**config.mk**
```make
export PLATFORM = sky130hd
export DESIGN_NAME = gate_op_arbiter
export DESIGN_NICKNAME = d
export VERILOG_FILES = /design/src/rtl/gate_op_arbiter.sv
export SDC_FILE = /design/constraint.sdc
export NUM_CORES = 1
export LEC_CHECK = 0
export ABC_AREA = 1
export ABC_CLOCK_PERIOD_IN_PS = 2400
export BUFFER_PORTS_ARGS = -buffer_cell sky130_fd_sc_hd__buf_2
export CORE_MARGIN = 1.5
export CORE_UTILIZATION = 43
export DETAILED_ROUTE_END_ITERATION = 10
export PLACE_DENSITY = 0.93
export SKIP_CTS_REPAIR_TIMING = 1
export SYNTH_ARGS = -nofsm -noshare
export SYNTH_HDL_FRONTEND = slang
export SYNTH_SLANG_ARGS = --single-unit
export TNS_END_PERCENT = 100
```
**constraint.sdc**
```tcl
create_clock -name clk -period 2.4 [get_ports clk]
set_clock_uncertainty 0.15 [all_clocks]
set_input_delay 0.24 -clock clk [delete_from_list [all_inputs] [get_ports clk]]
set_output_delay 0.24 -clock clk [all_outputs]
set_load 0.02 [all_outputs]
```
**src/rtl/gate_op_arbiter.sv**
```systemverilog
`default_nettype none
// ============================================================================
// gate_op_arbiter : round-robin arbiter sharing one registered bitwise-op unit
//                   between two requesters; optional GATE_ARB_STATS_EN adds
//                   saturating per-requester grant counters.
// Revision: 1.0
// ============================================================================
module gate_op_arbiter #(
  parameter int WIDTH = 1
) (
  input  logic             clk,
  input  logic             rst,
  input  logic             req0,
  input  logic [2:0]       op0,
  input  logic [WIDTH-1:0] a0,
  input  logic [WIDTH-1:0] b0,
  output logic             gnt0,
  input  logic             req1,
  input  logic [2:0]       op1,
  input  logic [WIDTH-1:0] a1,
  input  logic [WIDTH-1:0] b1,
  output logic             gnt1,
  output logic [WIDTH-1:0] res,
  output logic             res_id,
  output logic             res_err,
  output logic             res_valid,
  input  logic             res_ready,
  output logic [15:0]      cnt0,
  output logic [15:0]      cnt1
);

  localparam logic [2:0] OP_ILLEGAL = 3'd7;

  function automatic logic [WIDTH-1:0] apply_op(input logic [2:0] op,
                                                input logic [WIDTH-1:0] a,
                                                input logic [WIDTH-1:0] b);
    case (op)
      3'd0:    apply_op = ~a;
      3'd1:    apply_op = a & b;
      3'd2:    apply_op = a | b;
      3'd3:    apply_op = ~(a & b);
      3'd4:    apply_op = a ^ b;
      3'd5:    apply_op = ~(a | b);
      3'd6:    apply_op = ~(a ^ b);
      default: apply_op = '0;
    endcase
  endfunction

  logic [WIDTH-1:0] res_q, res_d;
  logic             res_id_q, res_id_d;
  logic             res_err_q, res_err_d;
  logic             res_valid_q, res_valid_d;
  logic             rr_ptr_q, rr_ptr_d;
  // Set after the first grant; until then req0 wins a conflict.
  logic             any_gnt_q, any_gnt_d;
  logic             stall;

  always_comb begin
    stall = res_valid_q && !res_ready;
    gnt0  = 1'b0;
    gnt1  = 1'b0;
    if (!rst && !stall) begin
      if (req0 && req1) begin
        if (any_gnt_q && !rr_ptr_q) gnt1 = 1'b1;
        else                        gnt0 = 1'b1;
      end else begin
        gnt0 = req0;
        gnt1 = req1;
      end
    end
  end

  always_comb begin
    res_d       = res_q;
    res_id_d    = res_id_q;
    res_err_d   = res_err_q;
    res_valid_d = res_valid_q;
    rr_ptr_d    = rr_ptr_q;
    any_gnt_d   = any_gnt_q;
    if (gnt0) begin
      res_d       = apply_op(op0, a0, b0);
      res_id_d    = 1'b0;
      res_err_d   = (op0 == OP_ILLEGAL);
      res_valid_d = 1'b1;
      rr_ptr_d    = 1'b0;
      any_gnt_d   = 1'b1;
    end else if (gnt1) begin
      res_d       = apply_op(op1, a1, b1);
      res_id_d    = 1'b1;
      res_err_d   = (op1 == OP_ILLEGAL);
      res_valid_d = 1'b1;
      rr_ptr_d    = 1'b1;
      any_gnt_d   = 1'b1;
    end else if (!stall) begin
      res_valid_d = 1'b0;
    end
  end

  always_ff @(posedge clk) begin
    if (rst) begin
      res_q       <= '0;
      res_id_q    <= 1'b0;
      res_err_q   <= 1'b0;
      res_valid_q <= 1'b0;
      rr_ptr_q    <= 1'b0;
      any_gnt_q   <= 1'b0;
    end else begin
      res_q       <= res_d;
      res_id_q    <= res_id_d;
      res_err_q   <= res_err_d;
      res_valid_q <= res_valid_d;
      rr_ptr_q    <= rr_ptr_d;
      any_gnt_q   <= any_gnt_d;
    end
  end

  assign res       = res_q;
  assign res_id    = res_id_q;
  assign res_err   = res_err_q;
  assign res_valid = res_valid_q;

`ifdef GATE_ARB_STATS_EN
  logic [15:0] cnt0_q, cnt0_d;
  logic [15:0] cnt1_q, cnt1_d;

  always_comb begin
    cnt0_d = cnt0_q;
    cnt1_d = cnt1_q;
    if (gnt0 && cnt0_q != 16'hFFFF) cnt0_d = cnt0_q + 16'd1;
    if (gnt1 && cnt1_q != 16'hFFFF) cnt1_d = cnt1_q + 16'd1;
  end

  always_ff @(posedge clk) begin
    if (rst) begin
      cnt0_q <= 16'h0000;
      cnt1_q <= 16'h0000;
    end else begin
      cnt0_q <= cnt0_d;
      cnt1_q <= cnt1_d;
    end
  end

  assign cnt0 = cnt0_q;
  assign cnt1 = cnt1_q;
`else
  assign cnt0 = 16'h0000;
  assign cnt1 = 16'h0000;
`endif

endmodule
`default_nettype wire

```
After elaboration in Yosys (flattened, before gate mapping)
Index checks and enable logic that the tools add are counted.
Widths: inputs -> output; s select.
- reductions and logical operators: 12
- equality and inequality tests: 15
- mux-type cells: 17
- bitwise operators: 14
- operators with widths (operator ; count):
    $eq 3x3->1 const B ; 8
    $mux 1 ; 15
    $pmux 1 s7 ; 2
    $eq 3x2->1 const B ; 4
    $not 1->1 ; 8
    $eq 3x1->1 const B ; 2
    $logic_not 3->1 ; 2
    $logic_and 1x1->1 ; 4
    $logic_not 1->1 ; 4
    $ne 3x3->1 const B ; 1
    $and 1x1->1 ; 2
    $or 1x1->1 ; 2
    $reduce_bool 2->1 ; 1
    $reduce_or 2->1 ; 1
    $xor 1x1->1 ; 2
- word-level logic and storage cells: 63
- input port bits: 15
- flip-flop bits (word level): 5

Longest topological paths before layout
- word-level depth: 7
- gate-level depth with buffers: 10
- depth with buffers taken out: 10

Least setup slack after synthesis
OpenSTA, ideal clock, no wires.
- path kind: register to register
- start: reg rr_ptr_q
- end: reg res_q (netlist: res)
- cell stages (with the launch flop): 9
- path buffers: 0
- slack: 1.044 ns
- clock period less this slack: 1.356 ns
- data required time: 2.180 ns
- data arrival time: 1.137 ns
- path through: dfxtp_1 -> inv_1 -> nand3_1 -> nand2_2 -> nor2_4 -> nor2_4 -> inv_2 -> nand3_1 -> a21oi_1
- longest elaborated chain between the ends: 6
- elaborated cells on any way between the ends: 10
- those cells by class: mux: 7; reduce/logical: 3
- ends and longest elaborated chain (element ; line ; text):
    from (decl) ; 53 ; logic rr_ptr_q, rr_ptr_d;
    from (signal assigned) ; 112 ; rr_ptr_q <= rr_ptr_d;
    $logic_not 1->1 (*) ; 64 ; if (any_gnt_q && !rr_ptr_q) gnt1 = 1'b1;
    $logic_and 1x1->1 (*) ; 64 ;
    $mux 1 (*) ; 64 ;
    $mux 1 (*) ; 63 ; if (req0 && req1) begin
    $mux 1 (*) ; 62 ; if (!rst && !stall) begin
    named net gnt0 ; 17 ; output logic gnt0,
    $mux 1 / $reduce_bool 2->1 (equally long branches) ; -- ;
    to (signal assigned) ; 108 ; res_q <= res_d;
    to (decl) ; 49 ; logic [WIDTH-1:0] res_q, res_d;
The timed path passes the listed nets; every way through them passes the cells marked *.
A chain may end at the register's enable or synchronous reset.

Worst setup path in the final report
- start: reg rr_ptr_q
- end: out gnt0
- longest elaborated chain between the ends: 5
- ends and longest elaborated chain (element ; line):
    $logic_not 1->1 ; 64
    $logic_and 1x1->1 ; 64
    $mux 1 ; 64
    $mux 1 ; 63
    $mux 1 ; 62
    to (decl) ; 17
No other way between the ends.

==> key figures <==
Layout
  – Fill count: 166
  – Layout Nets: 158
  – Commonest non-fill, non-tap cell in the layout: conb_1
  – Layout area overhead: 3.07%
  – Commonest cells after routing, fill and taps aside: 32 x conb_1, 20 x nand2_1, 20 x buf_2, 16 x inv_1, 10 x nand3_1
  – Fraction of layout cells with a size suffix above 1: 23.9%
  – ANT cells: 0

Floorplan
  – Row count: 14
  – IO Pins: 53
  – Die area: 0.00196 sq mm
  – Die height: about 44 um
  – Die width: 44.3 um
  – Initial Util: 47.0%
  – Core area: 0.00156 sq mm

Worst setup path
  – Crit path required time: between 2 and 2.5 ns
  – Worst-path maximum fanout: 4
  – Reg2Reg Capture Point: res
  – Worst reg2reg startpoint: rr_ptr_q
  – Arrival @ worst endpoint: approximately 1.1 ns
  – Setup CP Type: reg -> out
  – R2r setup slk: 1.18 ns
  – R2R cell count: 8
  – Worst Setup End Kind: primary output
  – Setup crit start kind: flop

Detailed routing
  – Initial DRC count: 10
  – DRC Markers: 4
  – Drt pass-1 iters: 7
  – Vias per cell: 4.06
  – Final WL: 1.17 mm
  – Detail Route Antenna Nets: 0
  – Total number of vias: 625
  – WL/cell: 7.60 um

Pwr
  – Cell Pwr Density: around 440 mW/mm^2
  – Peak supply drop: 219 uV
  – Total chip power: around 330 uW
  – Static Leakage: 0.496 nW

Clock network
  – Htree depth: 1
  – Clk sinks: 5
  – Clock latency on the worst-skew pair: about 0.24 ns
  – CTS root buffer: clkbuf_4
  – CTS Buffer Depth: 2
  – Num CTS Buffers: 3
  – Reg clk slew, reported paths: 0.04 ns
  – CTS tree: built

GRT
  – Vias in the first global route: 506
  – First-pass GRT wire length: between 1.5 and 2 mm
  – GR Util All Layers: 12.5%
  – GRT overflow: 0
  – Largest net degree at the start of global routing: 6
  – Initial antenna violation count: 0

Hold path
  – Min-delay src: rst
  – Worst hold stages: 2
  – Hold Crit Class: in -> reg
  – Hold endpoint: res_valid

STA
  – RSZ-0062 raised after global routing: false
  – Fin crit share: 62.7%
  – Final setup TNS: 0 ns
  – Max Clock Freq: around 660 MHz
  – Final setup viols: 0
  – Endpoints failing hold: 0
  – Tmin final: approximately 1.5 ns
  – Final Max Slew Viols: 0

Logic synthesis
  – Mean post-synth cell area: 6.38 sq um
  – Synth Instances: 115
  – Share of the synthesized area in the top cell type: between 30 and 40%
  – Count of cell types in the netlist: 19
  – Area of the mapped netlist: 733 sq um
  – Post-synth top area cell: buf_4
  – Top post-synthesis cells by area: buf_4 33%, dfxtp_1 14%, nand2_1 10%
  – Register bit total from synthesis: 5
  – Synth warn: 0
  – Sequential area share after synthesis: 13.7%

Placement
  – DP Wirelength: 1.03 mm
  – Port bufs: 20
  – Gpl congestion: 0.806

Run status
  – Status: complete, but fails checks
  – Failing checks: DRC

Flow run
  – Max Cap Viol: 0
[worst max-delay path: stages (launching register included)]
cell	delay (ns)
dfxtp_1	0.32
inv_1	0.06
nand3_1	0.08
nand2_2	0.08
nor2_4	0.15
buf_2	0.19
[sequential cells by signal (all words and copies together), names as in the netlist]
register   cells
any_gnt_q      1
res            1
res_err        1
res_valid      1
rr_ptr_q       1
[how the worst max path moves through the flow]
stage	start	to	slack, ns	depth (start not counted)
2_1_floorplan	rr_ptr_q	res	1.04	8
6_report	rr_ptr_q	gnt0	0.90	5
5_1_grt	rr_ptr_q	gnt0	0.83	5
4_1_cts	rr_ptr_q	gnt0	0.88	5
3_3_place_gp	a1	res	1.0	11
3_5_place_dp	a0	res	0.97	11
[cells in the mapped netlist (all sizes together)]
library cell  count
conb              1
inv              20
ha                4
o21ai             3
nor3              1
dfxtp             5
nand3            10
a211oi            1
buf              32
a21oi             2
nand2            24
o211ai            1
nor2             11
[routing by layer]
metal	wire (um)	up-vias	GRT usage [%]
met4	0	0	3.64
li1	-	330	-
met3	123	0	5.71
met1	457	263	12.8
met5	0	-	0
met2	590	32	22.6
[where the power goes]
| group | internal, mW | switching (mW) | total, mW |
|---|---|---|---|
| logic | 0.0383 | 0.104 | 0.142 |
| clock network | 0.0627 | 0.0326 | 0.0954 |
| registers | 0.0907 | 0.00414 | 0.0949 |
[cell type report]
type | count | area, sq um | area share [%]
multi-input cells | 89 | 432 | 57.1
clock buffers | 4 | 26.3 | 3.48
flip-flops and latches | 5 | 100 | 13.2
inverters | 20 | 77.6 | 10.3
well taps | 16 | 20.0 | 2.65
repair buffers | 20 | 100 | 13.2
[cells by family after synthesis]
group	share of synthesized area (%)
buf+inv	43.3
simple gates	30.2
compound gates	5.46
flops	13.7
fa+ha+maj	6.83
other cells	0.511
[metrics by stage]
stage	hold WS, ns	setup WS [ns]	std cells	cell area [sq um]	util (%)
floorplan	0.159	1.04	146	850	-
global placement	0.305	0.997	150	729	46.8
detailed placement	0.300	0.967	150	729	46.8
CTS	0.0579	0.882	154	756	48.5
global route	0.0714	0.826	154	756	48.5
finish	0.0645	0.895	154	756	48.5
No activity file was read; power rests on OpenSTA's default activity.
